`src/rtl/mealy_seq_det_pkg.sv`:
```
// Shared types and default sizes for the mealy_seq_det serial pattern detector.
package mealy_seq_det_pkg;

    typedef enum logic [1:0] {
        IDLE  = 2'd0,
        FILL  = 2'd1,
        ARMED = 2'd2
    } state_e;

    localparam int DEF_W     = 4;
    localparam int DEF_CNT_W = 8;

endpackage

```
`src/rtl/mealy_seq_det_sat_counter.sv`:
```
// Saturating up-counter with synchronous clear; clear has priority over increment.
module sat_counter #(
    parameter int CNT_W = 8
) (
    input  logic             Clk,
    input  logic             reset,
    input  logic             inc,
    input  logic             clr,
    output logic [CNT_W-1:0] cnt
);

    logic [CNT_W-1:0] cnt_q;
    logic [CNT_W-1:0] cnt_d;

    always_comb begin
        cnt_d = cnt_q;
        if (clr) begin
            cnt_d = '0;
        end else if (inc && (cnt_q != {CNT_W{1'b1}})) begin
            cnt_d = cnt_q + CNT_W'(1);
        end
    end

    always_ff @(posedge Clk or posedge reset) begin
        if (reset) begin
            cnt_q <= '0;
        end else begin
            cnt_q <= cnt_d;
        end
    end

    assign cnt = cnt_q;

endmodule

```
`src/rtl/mealy_seq_det.sv`:
```
// Mealy serial pattern detector with programmable pattern/length and saturating match counter.
// Define MEALY_SEQ_DET_OVERLAP_EN to keep the history after a match (overlapping detection).
module mealy_seq_det
    import mealy_seq_det_pkg::*;
#(
    parameter int W     = DEF_W,
    parameter int CNT_W = DEF_CNT_W
) (
    input  logic                   Clk,
    input  logic                   reset,
    input  logic                   in_valid,
    input  logic                   in_bit,
    input  logic                   pat_load,
    input  logic [W-1:0]           pat_in,
    input  logic [$clog2(W+1)-1:0] pat_len,
    input  logic                   cnt_clr,
    output logic                   match,
    output logic                   match_q,
    output logic [CNT_W-1:0]       match_cnt,
    output logic                   armed
);

    localparam int LW = $clog2(W+1);

    state_e        state_q, state_d;
    logic [W-1:0]  hist_q, hist_d;
    logic [W-1:0]  pat_q, pat_d;
    logic [LW-1:0] len_q, len_d;
    logic [LW-1:0] fill_q, fill_d;

    logic [W-1:0]  len_mask;
    logic [W-1:0]  hist_sh;
    logic [LW-1:0] fill_inc;
    logic [LW-1:0] load_len;
    logic          hit;

    function automatic logic [LW-1:0] clamp_len(input logic [LW-1:0] l);
        if (l > LW'(W)) begin
            return LW'(W);
        end
        return l;
    endfunction

    // Only the low LEN bits of the shifted history take part in the compare.
    always_comb begin
        len_mask = '0;
        for (int i = 0; i < W; i++) begin
            len_mask[i] = (LW'(i) < len_q);
        end
    end

    assign hist_sh  = (hist_q << 1) | W'(in_bit);
    assign hit      = (((hist_sh ^ pat_q) & len_mask) == '0);
    assign fill_inc = fill_q + LW'(1);
    assign load_len = clamp_len(pat_len);

    always_comb begin
        state_d = state_q;
        hist_d  = hist_q;
        pat_d   = pat_q;
        len_d   = len_q;
        fill_d  = fill_q;
        match   = 1'b0;

        if (pat_load) begin
            pat_d  = pat_in;
            len_d  = load_len;
            hist_d = '0;
            fill_d = '0;
            if (load_len == '0) begin
                state_d = IDLE;
            end else if (load_len == LW'(1)) begin
                state_d = ARMED;
            end else begin
                state_d = FILL;
            end
        end else if (in_valid) begin
            unique case (state_q)
                FILL: begin
                    hist_d = hist_sh;
                    fill_d = fill_inc;
                    if (fill_inc == len_q - LW'(1)) begin
                        state_d = ARMED;
                    end
                end
                ARMED: begin
                    hist_d = hist_sh;
                    if (hit) begin
                        match = 1'b1;
`ifdef MEALY_SEQ_DET_OVERLAP_EN
                        state_d = ARMED;
`else
                        hist_d  = '0;
                        fill_d  = '0;
                        state_d = (len_q == LW'(1)) ? ARMED : FILL;
`endif
                    end
                end
                default: begin
                    state_d = IDLE;
                end
            endcase
        end
    end

    always_ff @(posedge Clk or posedge reset) begin
        if (reset) begin
            state_q <= IDLE;
            hist_q  <= '0;
            pat_q   <= '0;
            len_q   <= '0;
            fill_q  <= '0;
            match_q <= 1'b0;
        end else begin
            state_q <= state_d;
            hist_q  <= hist_d;
            pat_q   <= pat_d;
            len_q   <= len_d;
            fill_q  <= fill_d;
            match_q <= match;
        end
    end

    sat_counter #(
        .CNT_W(CNT_W)
    ) u_cnt (
        .Clk  (Clk),
        .reset(reset),
        .inc  (match),
        .clr  (cnt_clr),
        .cnt  (match_cnt)
    );

    assign armed = (state_q == ARMED);

endmodule
```
`config.mk`:
```
export PLATFORM = sky130hd
export DESIGN_NAME = mealy_seq_det
export DESIGN_NICKNAME = d
export VERILOG_FILES = /design/src/rtl/mealy_seq_det_pkg.sv /design/src/rtl/mealy_seq_det_sat_counter.sv /design/src/rtl/mealy_seq_det.sv
export SDC_FILE = /design/constraint.sdc
export NUM_CORES = 1
export LEC_CHECK = 0
export CAP_MARGIN = 15
export CELL_PAD_IN_SITES_DETAIL_PLACEMENT = 0
export CELL_PAD_IN_SITES_GLOBAL_PLACEMENT = 1
export CORE_MARGIN = 4
export CORE_UTILIZATION = 44
export CTS_CLUSTER_SIZE = 40
export DETAILED_ROUTE_END_ITERATION = 8
export PLACE_DENSITY_LB_ADDON = 0.1
export SETUP_SLACK_MARGIN = 0.15
export SKIP_LAST_GASP = 1
export SYNTH_ARGS = -nofsm -noshare
export SYNTH_HDL_FRONTEND = slang
export SYNTH_HIERARCHICAL = 1
export SYNTH_SLANG_ARGS = --single-unit
```
`constraint.sdc`:
```
create_clock -name Clk -period 3.4 [get_ports Clk]
set_input_delay 0.34 -clock Clk [delete_from_list [all_inputs] [get_ports Clk]]
set_output_delay 0.34 -clock Clk [all_outputs]
set_load 0.03 [all_outputs]
```
==> results.toml <==
[outcome]
status = "complete, no violations"

[drt]
wl_mm = 2.99
final_antenna_net_count = 0
first_iter_violations = 49
via_per_inst = 5.39
wl_per_cell_um = 14.4
drt_drc_violations_left = 0
dr.pass1.iters = 4
vias = 1115

[critical_path]
critPathLaunchType = "flip-flop"
required_ns = 3.06
crit_chain = "inv_1, ha_1, nor2b_2, o21ai_1, a22oi_2, and3_1, clkdlybuf4s50_1"
crit_type = "reg -> out"
crit_fanout = 7
path_buf_inv = 2
worst_path_largest_cell_delay_ns = 0.72
end_kind = "primary output"
critPathSlowestCell = "clkdlybuf4s50_1"
cp_data_arrival_time_ns = 2.60
cpLargestDelayFamily = "buffers and inverters"

[sta]
finalSetupViolations = 0
hold_slack_ns = 0.288
skew_ns = 0.00966
max_slew_margin_pct = 57.9
min_period_over_period_pct = 86.6
finalHoldViolCount = 0
layout_min_cycle_time_ns = 2.94
timing.fmax_mhz = 340
fin_tns_setup_ns = 0
worst_slack_ns = 0.456
tightest_slew_ns = 0.631
rsz0062_at_grt = "false"
final_max_slew_viol_count = 0

[worst_hold_path]
hp-class = "in -> async"

[synth]
synth_nets = 158
ys.flop_type = "dfrtp_1"
synthCells = 139
synthTopCellsByCount = "dfrtp_1 (24), inv_1 (10), nand2_1 (8), xnor2_1 (7)"
syn_area_um2 = 1450
yosysTopAreaCell = "dfrtp_1"
synth_edf_count = 0
async_flop_share_pct = 100
synthDistinctLibCells = 43
synth_area_leaders = "dfrtp_1 (42%), ha_1 (5.2%), mux2_4 (5.2%)"
yosys.cell_count.top_type = "dfrtp_1"
synth_seq_cells = 24
syn_avg_cell_area_um2 = 10.4
synth_top_cell_area_share_pct = 41.6
ys_warn_count = 6
ys_seq_area_share_pct = 41.6

[clock_tree]
clk_path_buf_depth = 2
clock_sinks = 24
clk_pin_slew_ns = 0.14
cts_setup_buffers = 0
cts_tree = "built"
holdBufCountCts = 0
post_cts_resize_count = 0
clock-root-buffer = "clkbuf_4"
clock_latency_ns = 0.33
cts_made_buffers = 3
cts_max_level = 1

[layout]
areaGrowthSynthToFinish_pct = 21.1
fill_cells = 294
post-route-util_pct = 56.4
multi_input_area_um2 = 783
nets = 183
fin_area_um2 = 1750
seq_area_um2 = 601
layout-drive-gt1-share_pct = 15.3
antenna-diode-count = 0
layout.cells.non_filler = 207

[place]
placed_cells = 203
place_ws_ns = 0.653
dpl_cell_area_um2 = 1710
hpwl_mm = 2.32
io_buffers = 23
place.gp.congestion = 0.925

[die]
die-area_um2 = 4270
io-pin-count = 24
initial_core_util_pct = 46.6
rows = 20
coreArea_um2 = 3100
die_h_um = 65.3
dieWidth_um = 65.3

[global_routing]
track_usage_pct = 16.4
grt_max_degree = 20
grt_pass1_wl_mm = 5.51
grt_overflow_total = 0
grt_pass1_vias = 1184
antenna_found_initial = 0

[flow_run]
cap_violations = 0

[pwr]
power_mw = 0.753
vdd_drop_max_mv = 0.295
power_density_nw_per_um2 = 430
p_leak_nw = 0.748
## kinds of logic (layout without fill, tap and decap cells)
kind of cell,after synthesis,after routing,synth area share [%]
compound gates,36,36,18.9
xor+xnor,9,9,5.45
fa+ha+maj,6,6,5.19
buf+inv,14,38,4.24
flops,24,24,41.6
mux,12,12,10.4
simple gates,38,38,14.3
## final timing paths
kind	startpoint	endpoint	slack [ns]	depth (start not counted)
worst max-delay path	len_q[1]	match	0.46	7
worst min-delay path	reset	u_cnt/cnt[4]	0.29	2
worst max register to register	len_q[1]	u_cnt/cnt[5]	0.90	9
worst min register to register	fill_q[1]	fill_q[1]	0.53	1
max in group asynchronous	reset	pat_q[3]	2.58	2
min in group Clk	fill_q[1]	fill_q[1]	0.53	1
## registers in the layout, summed over array words and instances, names as in the netlist
name and count:
pat_q 4, hist_q 3, fill_q 3, state_q 2, match_q 1, u_cnt/cnt 8, len_q 3
## where the power goes
group / internal, mW / total, mW / leakage [nW] / switching [mW]
Combinational: 0.117 / 0.246 / 0.409 / 0.129
Sequential: 0.318 / 0.348 / 0.318 / 0.0302
Clock: 0.0656 / 0.159 / 0.0210 / 0.0930
Total: 0.500 / 0.753 / 0.748 / 0.253
## layout make-up
class	instances	area share (%)
clock buffer	4	2.07
multi-input combinational	101	44.7
inverter	10	2.14
tap	44	3.15
sequential	24	34.3
timing repair buffer	24	13.6
## cells in the final DEF, fill, tap and decap left out, types with 2 or more instances in the layout
cell	count
xnor2_1	7
nand2_1	8
nor3_1	2
clkbuf_4	3
a31oi_1	2
mux2i_1	3
inv_1	10
dfrtp_1	24
a22o_1	4
nand3_1	4
mux2_4	5
o21ai_2	4
mux2_2	4
a21oi_2	2
o21ai_0	6
nand4_1	2
a21oi_1	6
nor2b_1	5
clkdlybuf4s50_1	23
and3_1	2
xor2_1	2
nand2b_1	2
ha_1	6
a211oi_2	2
nor2_1	6
## layer usage
| metal | wire length [µm] | part of all wire [%] | global-route usage [%] | vias to the layer above |
|---|---|---|---|---|
| met4 | 34 | 1.1 | 5.18 | 0 |
| met1 | 1470 | 49 | 22.5 | 540 |
| met2 | 1340 | 45 | 26.0 | 28 |
| met3 | 146 | 4.9 | 3.08 | 4 |
| li1 | - | - | - | 543 |
| met5 | 0 | 0 | 0 | - |
(Power assumes the default switching activity.)
